File: src/rtl/int_convert_pipe_if.sv
// int_convert_pipe_if: stream bundle for the integer width converter.
//
// Handshake: a beat moves on a rising clock edge where valid and ready are
// both 1. A producer keeps valid and its data steady until that edge. A
// consumer may raise or drop ready in any cycle.
//
// Signals:
//   in_valid_i / in_ready_o / inval_i / mode_i : input stream
//   out_valid_o / out_ready_i / output__ / ovf_o : output stream
//   ovf_count_o / clr_count_i : overflow counter and its clear
//
// Modports: master = producer/consumer side, slave = converter side.
interface int_convert_pipe_if #(
  parameter int IN_W  = 8,
  parameter int OUT_W = 16,
  parameter int CNT_W = 16
);
  logic             in_valid_i;
  logic             in_ready_o;
  logic [IN_W-1:0]  inval_i;
  logic [1:0]       mode_i;
  logic             out_valid_o;
  logic             out_ready_i;
  logic [OUT_W-1:0] output__;
  logic             ovf_o;
  logic [CNT_W-1:0] ovf_count_o;
  logic             clr_count_i;

  modport master (
    output in_valid_i, inval_i, mode_i, out_ready_i, clr_count_i,
    input  in_ready_o, out_valid_o, output__, ovf_o, ovf_count_o
  );

  modport slave (
    input  in_valid_i, inval_i, mode_i, out_ready_i, clr_count_i,
    output in_ready_o, out_valid_o, output__, ovf_o, ovf_count_o
  );
endinterface

File: src/rtl/int_convert_pipe.sv
// int_convert_pipe: two-stage registered integer width converter.
//
// Each item's mode picks how an IN_W-bit value becomes OUT_W bits:
//   00 unsigned wrap, 01 signed wrap, 10 signed saturate, 11 unsigned saturate.
// ovf marks an item whose value does not fit in the output. A saturating
// counter tallies the overflowed items that are delivered.
//
// Ports:
//   clk_i : rising-edge clock
//   rst_i : asynchronous active-high reset
//   bus   : int_convert_pipe_if.slave (stream in/out, counter, clear)
//
// S1 holds {inval, mode}. S2 holds {output__, ovf}. The conversion logic
// sits between S1 and S2.
module int_convert_pipe #(
  parameter int IN_W  = 8,
  parameter int OUT_W = 16,
  parameter int CNT_W = 16
) (
  input logic              clk_i,
  input logic              rst_i,
  int_convert_pipe_if.slave bus
);

  logic             s1_valid;
  logic [IN_W-1:0]  s1_data;
  logic [1:0]       s1_mode;
  logic             s2_valid;
  logic [OUT_W-1:0] s2_data;
  logic             s2_ovf;
  logic [CNT_W-1:0] cnt_q;

  logic             s2_free;
  logic             accept;
  logic             deliver;
  logic             advance;
  logic [OUT_W-1:0] conv;
  logic             conv_ovf;

  // in_ready_o depends combinationally on out_ready_i. A full pipe can
  // still take an item in the same cycle that it delivers one.
  assign s2_free        = !s2_valid || bus.out_ready_i;
  assign bus.in_ready_o = !s1_valid || s2_free;
  assign accept         = bus.in_valid_i && bus.in_ready_o;
  assign deliver        = s2_valid && bus.out_ready_i;
  assign advance        = s1_valid && s2_free;

  assign bus.out_valid_o = s2_valid;
  assign bus.output__    = s2_data;
  assign bus.ovf_o       = s2_ovf;
  assign bus.ovf_count_o = cnt_q;

  generate
    if (OUT_W >= IN_W) begin : g_widen
      // Widening never overflows. Modes 01 and 10 are signed, so they
      // sign-extend. Modes 00 and 11 zero-extend.
      always_comb begin
        conv     = (s1_mode[0] ^ s1_mode[1]) ? OUT_W'($signed(s1_data))
                                             : OUT_W'(s1_data);
        conv_ovf = 1'b0;
      end
    end else begin : g_narrow
      localparam int D = IN_W - OUT_W;
      logic [OUT_W-1:0] low;
      logic [D-1:0]     disc;
      logic [D:0]       top;
      logic             u_ovf;
      logic             s_ovf;
      logic             neg;

      assign low  = s1_data[OUT_W-1:0];
      assign disc = s1_data[IN_W-1:OUT_W];
      // A signed value fits only if the discarded bits all copy the new
      // sign bit. That means the top D+1 bits are all equal.
      assign top   = s1_data[IN_W-1:OUT_W-1];
      assign u_ovf = |disc;
      assign s_ovf = !((&top) || !(|top));
      assign neg   = s1_data[IN_W-1];

      always_comb begin
        conv     = low;
        conv_ovf = 1'b0;
        case (s1_mode)
          2'b00: conv_ovf = u_ovf;
          2'b01: conv_ovf = s_ovf;
          2'b10: begin
            conv_ovf = s_ovf;
            if (s_ovf) conv = neg ? {1'b1, {(OUT_W-1){1'b0}}}
                                  : {1'b0, {(OUT_W-1){1'b1}}};
          end
          default: begin
            conv_ovf = u_ovf;
            if (u_ovf) conv = '1;
          end
        endcase
      end
    end
  endgenerate

  always_ff @(posedge clk_i or posedge rst_i) begin
    if (rst_i) begin
      s1_valid <= 1'b0;
      s1_data  <= '0;
      s1_mode  <= '0;
      s2_valid <= 1'b0;
      s2_data  <= '0;
      s2_ovf   <= 1'b0;
      cnt_q    <= '0;
    end else begin
      if (bus.in_ready_o) s1_valid <= bus.in_valid_i;
      if (accept) begin
        s1_data <= bus.inval_i;
        s1_mode <= bus.mode_i;
      end
      if (s2_free) s2_valid <= s1_valid;
      if (advance) begin
        s2_data <= conv;
        s2_ovf  <= conv_ovf;
      end
      // If clear and increment happen together, clear takes priority.
      if (bus.clr_count_i) cnt_q <= '0;
      else if (deliver && s2_ovf && !(&cnt_q)) cnt_q <= cnt_q + 1'b1;
    end
  end

endmodule

File: src/flat_wrapper.sv
// flat-port wrapper written by rule: the top's interface ports become plain ports
module int_convert_pipe_flat 
#(
  parameter int IN_W  = 8,
  parameter int OUT_W = 16,
  parameter int CNT_W = 16
)
  (clk_i, rst_i, bus_in_valid_i, bus_inval_i, bus_mode_i, bus_out_ready_i, bus_clr_count_i, bus_in_ready_o, bus_out_valid_o, bus_output__, bus_ovf_o, bus_ovf_count_o);
  int_convert_pipe_if #(.IN_W(IN_W), .OUT_W(OUT_W), .CNT_W(CNT_W)) bus_i ();
  input logic clk_i;
  input logic rst_i;
  input wire logic [$bits(bus_i.in_valid_i)-1:0] bus_in_valid_i;
  input wire logic [$bits(bus_i.inval_i)-1:0] bus_inval_i;
  input wire logic [$bits(bus_i.mode_i)-1:0] bus_mode_i;
  input wire logic [$bits(bus_i.out_ready_i)-1:0] bus_out_ready_i;
  input wire logic [$bits(bus_i.clr_count_i)-1:0] bus_clr_count_i;
  output wire logic [$bits(bus_i.in_ready_o)-1:0] bus_in_ready_o;
  output wire logic [$bits(bus_i.out_valid_o)-1:0] bus_out_valid_o;
  output wire logic [$bits(bus_i.output__)-1:0] bus_output__;
  output wire logic [$bits(bus_i.ovf_o)-1:0] bus_ovf_o;
  output wire logic [$bits(bus_i.ovf_count_o)-1:0] bus_ovf_count_o;
  assign bus_i.in_valid_i = bus_in_valid_i;
  assign bus_i.inval_i = bus_inval_i;
  assign bus_i.mode_i = bus_mode_i;
  assign bus_i.out_ready_i = bus_out_ready_i;
  assign bus_i.clr_count_i = bus_clr_count_i;
  assign bus_in_ready_o = bus_i.in_ready_o;
  assign bus_out_valid_o = bus_i.out_valid_o;
  assign bus_output__ = bus_i.output__;
  assign bus_ovf_o = bus_i.ovf_o;
  assign bus_ovf_count_o = bus_i.ovf_count_o;
  int_convert_pipe #(.IN_W(IN_W), .OUT_W(OUT_W), .CNT_W(CNT_W)) u_core (.clk_i(clk_i), .rst_i(rst_i), .bus(bus_i));
endmodule
File: config.mk
export PLATFORM = sky130hd
export DESIGN_NAME = int_convert_pipe_flat
export DESIGN_NICKNAME = d
export VERILOG_FILES = /design/src/rtl/int_convert_pipe_if.sv /design/src/rtl/int_convert_pipe.sv /design/src/flat_wrapper.sv
export SDC_FILE = /design/constraint.sdc
export NUM_CORES = 1
export LEC_CHECK = 0
export CORE_MARGIN = 4
export CORE_UTILIZATION = 36
export CTS_BUF_LIST = sky130_fd_sc_hd__clkbuf_8 sky130_fd_sc_hd__clkbuf_16
export CTS_CLUSTER_DIAMETER = 100
export DETAILED_ROUTE_END_ITERATION = 10
export GPL_TIMING_DRIVEN = 1
export PLACE_DENSITY = 0.84
export REMOVE_ABC_BUFFERS = 1
export SYNTH_ARGS = -nofsm -noshare
export SYNTH_HDL_FRONTEND = slang
export SYNTH_SLANG_ARGS = --single-unit
File: constraint.sdc
create_clock -name clk_i -period 1.1 [get_ports clk_i]
set_input_delay 0.11 -clock clk_i [delete_from_list [all_inputs] [get_ports clk_i]]
set_output_delay 0.11 -clock clk_i [all_outputs]
set_load 0.03 [all_outputs]
### After elaboration in Yosys (flattened, before gate mapping)

Index checks and enable logic that the tools add are counted.

| word-level totals | value |
|---|---|
| register bits | 44 |
| output and inout port bits | 35 |
| logic and storage cells | 15 |

| operators by class | value |
|---|---|
| reductions and logical operators | 6 |
| bitwise logic cells | 1 |
| mux-type cells | 2 |

Operators by type and width:

| operator | number |
|---|---|
| $mux W16 | 2 |
| $logic_and A1 B1 Y1 | 2 |
| $logic_not A1 Y1 | 2 |
| $logic_or A1 B1 Y1 | 2 |
| $xor A1 B1 Y1 | 1 |

### Longest topological paths before layout

Gate-level depths: netlist (run 1).

| logic depth | value |
|---|---|
| word-level depth | 4 |
| mapped depth | 3 |
| gate-level depth less buffers | 3 |

### Worst setup path before layout (run 1)

Ideal clock, no wire load.

| path | value |
|---|---|
| kind | reg-to-reg |
| start | register u_core.s2_valid, in the netlist u_core.bus.out_valid_o |
| end | register u_core.s1_data[0] |
| cell stages (with the launch flop) | 4 |
| period minus slack after synthesis | 1.384 ns |
| arrival | 1.259 ns |
| setup time | 0.125 ns |
| setup slack | -0.284 ns |
| data required time | 0.975 ns |
| path through | dfrtp_1 -> nand3b_4 -> nand2_8 -> mux2_4 |

| between the ends | value |
|---|---|
| word-level cells in the longest chain between the ends | 4 |

Ends and longest elaborated chain:

| what | line | RTL |
|---|---|---|
| from (decl) | int_convert_pipe.sv:28 | `logic s2_valid;` |
| from (signal assigned) | int_convert_pipe.sv:115 | `if (s2_free) s2_valid <= s1_valid;` |
| $logic_not A1 Y1 | int_convert_pipe.sv:42 | `assign s2_free = !s2_valid \|\| bus.out_ready_i;` |
| $logic_or A1 B1 Y1 | int_convert_pipe.sv:42 |  |
| $logic_or A1 B1 Y1 | int_convert_pipe.sv:43 | `assign bus.in_ready_o = !s1_valid \|\| s2_free;` |
| via bus_in_ready_o | flat_wrapper.sv:17 | `output wire logic [$bits(bus_i.in_ready_o)-1:0] bus_in_ready_o;` |
| $logic_and A1 B1 Y1 | int_convert_pipe.sv:44 | `assign accept = bus.in_valid_i && bus.in_ready_o;` |
| to (signal assigned) | int_convert_pipe.sv:112 | `s1_data <= bus.inval_i;` |
| to (decl) | int_convert_pipe.sv:26 | `logic [IN_W-1:0] s1_data;` |

The timed path passes the listed nets, and every way through them passes these cells.
A chain may end at the register's enable or synchronous reset.

### Worst setup path in the final report (run 1)

| path | value |
|---|---|
| start | register u_core.s2_valid, in the netlist u_core.bus.out_valid_o |
| end | output bus_in_ready_o |

| between the ends | value |
|---|---|
| word-level cells in the longest chain between the ends | 3 |

Ends and longest elaborated chain:

| what | line |
|---|---|
| $logic_not A1 Y1 | int_convert_pipe.sv:42 |
| $logic_or A1 B1 Y1 | int_convert_pipe.sv:42 |
| $logic_or A1 B1 Y1 | int_convert_pipe.sv:43 |
| to (decl) | flat_wrapper.sv:17 |

Every way passes these cells.

==> results of run 1 <==
==> cell families (layout without fill, tap and decap cells) <==
| group | after synthesis | count (layout) | share of synthesized area |
|---|---|---|---|
| AOI/OAI and AO/OA | 2 | 2 | 0.0180 |
| xor gates and xnor gates | 1 | 1 | 0.00839 |
| buffers and inverters | 25 | 45 | 0.176 |
| DFF | 21 | 21 | 0.504 |
| muxes | 17 | 17 | 0.219 |
| other | 1 | 17 | 0.00359 |
| and+or+nand+nor | 7 | 7 | 0.0708 |
==> synth_stat cells <==
library cell | instances | area (um^2)
conb_1 | 1 | 3.75
nand2b_1 | 1 | 6.26
o2bb2ai_1 | 1 | 8.76
nand2_8 | 1 | 20.0
or2b_1 | 1 | 7.51
nand2_2 | 1 | 6.26
dfrtp_1 | 21 | 526
a21bo_2 | 1 | 10.0
xnor2_1 | 1 | 8.76
mux2_4 | 10 | 150
nand3b_4 | 1 | 20.0
buf_4 | 24 | 180
nand2b_2 | 1 | 8.76
inv_1 | 1 | 3.75
nand3_1 | 1 | 5.00
mux2_2 | 7 | 78.8
==> tightest hold or removal path, cell delays in order <==
cell	delay [ns]
clkdlybuf4s50_1	0.41
inv_1	0.11
buf_12	0.18
==> flip-flops by register name (all words and copies together), names as in the netlist <==
| signal | flops |
|---|---|
| u_core.bus.out_valid_o | 1 |
| u_core.bus.output__ | 9 |
| u_core.s1_data | 8 |
| u_core.s1_mode | 2 |
| u_core.s1_valid | 1 |
==> power groups by stage <==
stage          Clock, mW  Combinational [mW]  Sequential [mW]
2_1_floorplan          0               0.316             1.33
3_3_place_gp           0               0.998             1.02
3_5_place_dp           0                1.01             1.03
4_1_cts            0.512                1.02             1.02
5_1_grt            0.546                1.07             1.04
6_report           0.492                1.02             1.02
==> path summary, 6_finish.rpt <==
path	startpoint	to	slack (ns)
max	u_core.bus.out_valid_o	bus_in_ready_o	-0.06
min	rst_i	u_core.bus.output__[0]	0.22
max reg2reg	u_core.s1_valid	u_core.bus.output__[6]	-0.06
min reg2reg	u_core.bus.output__[7]	u_core.bus.output__[7]	0.50
max in group asynchronous	rst_i	u_core.bus.output__[14]	0.74
min in group clk_i	bus_inval_i[3]	u_core.s1_data[3]	0.46
==> through the flow <==
| stage | setup TNS [ns] | utilization | power (mW) | instances | instance area (um^2) |
|---|---|---|---|---|---|
| final | -0.604 | 0.498 | 2.53 | 141 | 1370 |
| after global routing | -1.43 | 0.498 | 2.66 | 141 | 1370 |
| after CTS | -1.45 | 0.490 | 2.55 | 139 | 1350 |
| after detailed placement | -5.06 | 0.469 | 2.05 | 135 | 1290 |
| after global placement | -4.58 | 0.469 | 2.02 | 135 | 1290 |
| after floorplan | -11.15 | - | 1.64 | 66 | 923 |
==> layout make-up <==
class                      count  area (um^2)  share of cell area
sequential                    21          529               0.385
multi-input combinational     44          399               0.291
timing repair buffer          40          357               0.260
clock buffer                   3         41.3              0.0301
tap                           31         38.8              0.0282
clock inverter                 1         5.00             0.00364
inverter                       1         3.75             0.00273
==> per-layer routing <==
| layer | wire length (um) | part of all wire |
|---|---|---|
| met5 | 0 | 0 |
| met4 | 6 | 0.0032 |
| met3 | 116 | 0.061 |
| met2 | 1090 | 0.57 |
| met1 | 685 | 0.36 |
==> what timing repair did <==
item / 4_1_cts / 5_1_grt
pin swaps: 1 / 0
endpoints found under the hold margin: 0 / 0
setup buffers: 0 / 2
cloned: 0 / 0
resized for setup: 4 / 3
setup endpoints to repair: 21 / 29
==> impl_results.md, run 1 <==
- Total GRT Usage: 0.106
- Root Driver: clkbuf_8
- Clk sinks: 21
- Initial antenna violation count: 0
- First drt pass iteration count: 2
- Cell Rows: 19
- Max Fclk: roughly 0.86 GHz
- Initial DRC Count: 6
- Cell area power density: approximately 1800 nW/um^2
- Synth unique cells: 16
- Max FO, Critical Path: 3
- # IOs: 50
- Sw frac: 0.361
- Crit-path cells: nand3b_4 > buf_6 > buf_6
- Final period util: 1.06
- Status: finished, violations left
- Clock skew: approximately 0.0018 ns
- Synthesis-stage register bit count: 21
- CP max stage delay: 0.41 ns
- Top delay family on crit path: flip-flops
- Synthesized area: 1040 um^2
- Final Hold Viols: 0
- YS warnings: 0
- Max clock buf depth: 2
- Fill cells: roughly 250
- Syn-to-layout area delta: 31.7%
- Arrival @ worst endpoint: roughly 1.1 ns
- Worst Hold Margin: 0.216 ns
- DIE HEIGHT: 61.8 um
- First-pass GRT wire length: ~3.0 mm
- Final WS setup: -0.0617 ns
- Clock latency on the worst-skew pair: around 0.25 ns
- Crit path buf inv count: 2
- DIE AREA: about 3800 um^2
- Final WL: about 1.9 mm
- Setup-failing EPs final: 19
- Layout cells sized above 1: 0.509
- Initial Utilization: 0.378
- CP Class: flip-flop to primary output
- IO Port Bufs: 31
- Die width: slightly above 60 um
- Num CTS Buffers: 3
- Most used cell along the critical path: buf_6
- Post-DP HPWL: around 1.5 mm
- ANT nets after route: 0
- M2 GR Usage: 0.202
- Clock power share: 0.195
- Core Area: roughly 2800 um^2
- CP Depth: 3
- Seq/Total Area, Yosys: 0.504
- Met1 usage: 0.116
- Final Critical Period: ~1.2 ns
- Unrepaired setup endpoints after global routing: true
- Failing checks: negative setup slack
- Diode count: 0
- Max cap viols: 0
- Net switching power: 0.913 mW
- Remaining DRCs: 0
- Total grt overflow: 0
- HP Class: input pin to asynchronous set/reset pin
- M3 GR Usage: 0.0269
- Syn Area/Cell: 14.1 um^2
- Commonest cells after routing, fill and taps aside: buf_4, dfrtp_1, conb_1, clkdlybuf4s50_1, mux2_4
- WP data required: a little under 1 ns
- CP startpoint kind: flip-flop
- Hold-fix buffers, CTS: 0
- Worst VDD drop: about 0.8 mV
- Vias in the first global route: a little over 600
- Clock slew at reported path FFs: roughly 0.080 ns
- Cell count after synthesis: 74
- Via density: approximately 4.2
- Largest net degree at the start of global routing: 22
- Critical Path End Type: primary output
- CTS tree: done
- Int Pwr: ~1.6 mW
- Slew Limit Fails: 0
- Leakage: 0.678 nW
- Dpl ws: -0.324 ns
- Routability cong.: 0.651
- Wire length per cell: 13.5 um
- Logic pwr share: 0.403
- Seq pwr share: 0.402
- Number of nets in the final layout: 126
- Commonest non-fill, non-tap cell in the layout: buf_4
- Vias: 586
- Worst Reg-to-Reg Cells: 3
- H-tree levels: 1
- Critical-path top delay cell: dfrtp_2
- Grt peak-use layer: met2
(Power assumes the default switching activity.)
==> run 2, diff against run 1 <==
--- a/config.mk
+++ b/config.mk
@@ -5,6 +5,7 @@
 export SDC_FILE = /design/constraint.sdc
 export NUM_CORES = 1
 export LEC_CHECK = 0
+export ABC_AREA = 1
 export CORE_MARGIN = 4
 export CORE_UTILIZATION = 36
 export CTS_BUF_LIST = sky130_fd_sc_hd__clkbuf_8 sky130_fd_sc_hd__clkbuf_16
==> run 2 against run 1 <==
  * The run still ends with negative setup slack left
  * First-iteration DRC count increased to 2.5 times the previous value
  * Critical path depth unchanged
  * Total power up 4.9%
  * Maximum frequency up 5.0%
==> impl_results.md, run 2 <==
- Status: finished, violations left
- Failing checks: negative setup slack
- H-tree levels: 1 (unchanged)
- Final Critical Period: 1.11 ns (-0.0549 ns)
- Clock skew: 0.00339 ns (+0.00161 ns)
- Max cap viols: 0 (unchanged)
- Cell area power density: 1980 nW/um^2 (+7.7%)
- Root Driver: clkbuf_8
- Cell Rows: 19 (unchanged)
- Total grt overflow: 0 (unchanged)
- Final Hold Viols: 0 (unchanged)
- CP startpoint kind: flip-flop
- Critical Path End Type: primary output
- Routability cong.: 0.743 (+14%)
- Reg2reg end: u_core.bus.output__[14]
- Finished Cell Area: 1340 um^2 (-2.6%)
- Total GRT Usage: 0.117 (+0.0105)
- CTS tree: done
- EDFF count, synth: 0 (unchanged)
- Number of nets in the final layout: 170 (+35%)
- HP Class: input pin to asynchronous set/reset pin
- Top cells by count, synth: nand2_1, buf_4, dfrtp_1
- Die width: 61.4 um (-0.69%)
- Unrepaired setup endpoints after global routing: true
- Commonest cells after routing, fill and taps aside: nand2_1, buf_4, dfrtp_1, conb_1, clkdlybuf4s50_1
- Leakage: 0.752 nW (+11%)
- Core Area: 2730 um^2 (-0.86%)
- Fill cells: 255 (+1.6%)
- Initial DRC Count: 15 (+9)
- Final period util: 1.01 (-0.0499)
- Clock slew at reported path FFs: 0.07 ns (about the same)
- DIE HEIGHT: 61.4 um (-0.69%)
- Worst Reg-to-Reg Cells: 6 (+3)
- Max FO, Critical Path: 5 (+2)
- Setup-failing EPs final: 2 (-17)
- Max clock buf depth: 2 (unchanged)
- First drt pass iteration count: 4 (+2)
- Layout cells sized above 1: 0.247 (-0.262)
- Final WS setup: -0.00675 ns (+0.0549 ns)
- # IOs: 50 (unchanged)
- Clk sinks: 21 (unchanged)
- Hold-fix buffers, CTS: 0 (unchanged)
- Wire length per cell: 11.3 um (-16%)
- Vias: 786 (+34%)
- IO Port Bufs: 31 (unchanged)
- CP Class: flip-flop to primary output
- First-pass GRT wire length: 3.28 mm (+11%)
- Post-DP HPWL: 1.54 mm (+1.9%)
- Worst R2R Setup Slack: -0.007 ns (+0.05 ns)
- Post-synth top area share: 0.512 (+0.00797)
- Commonest non-fill, non-tap cell in the layout: nand2_1
- Worst VDD drop: 1.01 mV (+26%)
- Initial Utilization: 0.376 (-0.00266)
- Syn-to-layout area delta: 30.3%
- DIE AREA: 3770 um^2 (-1.4%)
- Final cell utilization of the core: 0.490 (-0.00848)
- Cell count after synthesis: 120 (+62%)
- Cell taking the most area after synthesis: dfrtp_1
- Multi-input gate area: 347 um^2 (-13%)
- Seq/Total Area, Yosys: 0.512 (+0.00797)
- Final WL: 2.09 mm (+10%)
- Arrival @ worst endpoint: 1.00 ns (-0.05 ns)
- Slew Limit Fails: 0 (unchanged)
- Post-synth ARST share: 1.00 (unchanged)
- ANT nets after route: 0 (unchanged)
- Sequential Area: 527 um^2 (-0.47%)
- YS warnings: 0 (unchanged)
- Top area cells in the synthesized netlist: dfrtp_1, buf_4, nand2_1, nand3_1, inv_1
- Count leader, synth: nand2_1
- Initial antenna violation count: 0 (unchanged)
- Remaining DRCs: 0 (unchanged)
- Main flop type after synthesis: dfrtp_1
- Num CTS Buffers: 3 (unchanged)
- Cell Area, Placed: 1230 um^2 (-4.6%)
- Vias in the first global route: 762 (+24%)
- Diode count: 0 (unchanged)
- Syn Area/Cell: 8.56 um^2 (-39%)
- Largest net degree at the start of global routing: 22 (unchanged)
- FF-to-FF Start: u_core.bus.out_valid_o
- Via density: 4.25 (+2.2%)
- Synthesis-stage register bit count: 21 (unchanged)
- Dpl ws: -0.112 ns (+0.212 ns)
- Max reg flops: 9 (unchanged)
- Synth unique cells: 11 (-5)
- Clock latency on the worst-skew pair: 0.25 ns (about the same)
- Synthesized area: 1030 um^2 (-1.6%)
- WP data required: 0.99 ns (about the same)
- Max Fclk: 0.904 GHz (+5.0%)
run 2: cell types whose count changed after synthesis, sizes merged, moves of 2 or more:
cell,delta
buf,+4
nand2,+50
mux2,-17
nand3,+11
nand2b,-2
inv,+4
run 2: cells by family (layout without fill, tap and decap cells):
logic type	Yosys count	count (layout)	synth area share
buf+inv	33	51	0.224
simple gates	64	64	0.256
compound gates	1	1	0.00487
flops	21	21	0.512
other cells	1	17	0.00365
run 2: timing repair:
item / in CTS / in global routing
endpoints found under the setup margin: 1 / 22
gates resized for setup: 3 / 8
setup buffers: 3 / 1
pin swaps: 1 / 0
run 2: stage by stage:
step	setup TNS (ns)	hold WS (ns)	cells	power, mW
2_1_floorplan	-10.33	0.0865	108	1.68
3_3_place_gp	-0.688	0.453	177	2.09
3_5_place_dp	-1.34	0.453	177	2.12
4_1_cts	-0.00227	0.197	184	2.62
5_1_grt	-0.329	0.218	185	2.81
6_report	-0.0119	0.190	185	2.65
run 2: final cells by class:
class | instances | share of cell area
flip-flops and latches | 21 | 0.393
well taps | 31 | 0.0290
inverters | 5 | 0.0140
clock buffers | 3 | 0.0308
clock inverters | 1 | 0.00280
multi-input cells | 82 | 0.259
repair buffers | 42 | 0.271
run 2: power breakdown:
group	internal [mW]	total, mW	leakage, nW	switching, mW
logic	0.414	1.13	0.467	0.715
clock network	0.248	0.474	0.0269	0.226
registers	0.936	1.05	0.258	0.116
run 2: worst max path at each step:
| stage | from | end | slack, ns | depth (start not counted) |
|---|---|---|---|---|
| after detailed placement | bus_out_ready_i | u_core.bus.output__[6] | -0.11 | 7 |
| after floorplan | u_core.bus.output__[14] | u_core.bus.output__[14] | -0.92 | 2 |
| after CTS | u_core.s1_valid | bus_in_ready_o | -0.002 | 3 |
| after global placement | bus_out_ready_i | u_core.bus.output__[4] | -0.08 | 7 |
| after global routing | u_core.bus.out_valid_o | bus_in_ready_o | -0.07 | 3 |
| final | u_core.s1_valid | bus_in_ready_o | -0.007 | 3 |
run 2: metal layers:
metal,routed length [um],share of wire,up-vias,track usage
li1,-,-,394,-
met1,788,0.38,365,0.130
met2,1150,0.55,27,0.215
met3,158,0.075,0,0.0273
met4,0,0,0,0.0424
met5,0,0,-,0
run 2: worst max-delay path, cell delays in order, from the launching register on:
cell and delay, ns:
dfrtp_1 0.37, nand3_2 0.11, buf_6 0.14, buf_6 0.13
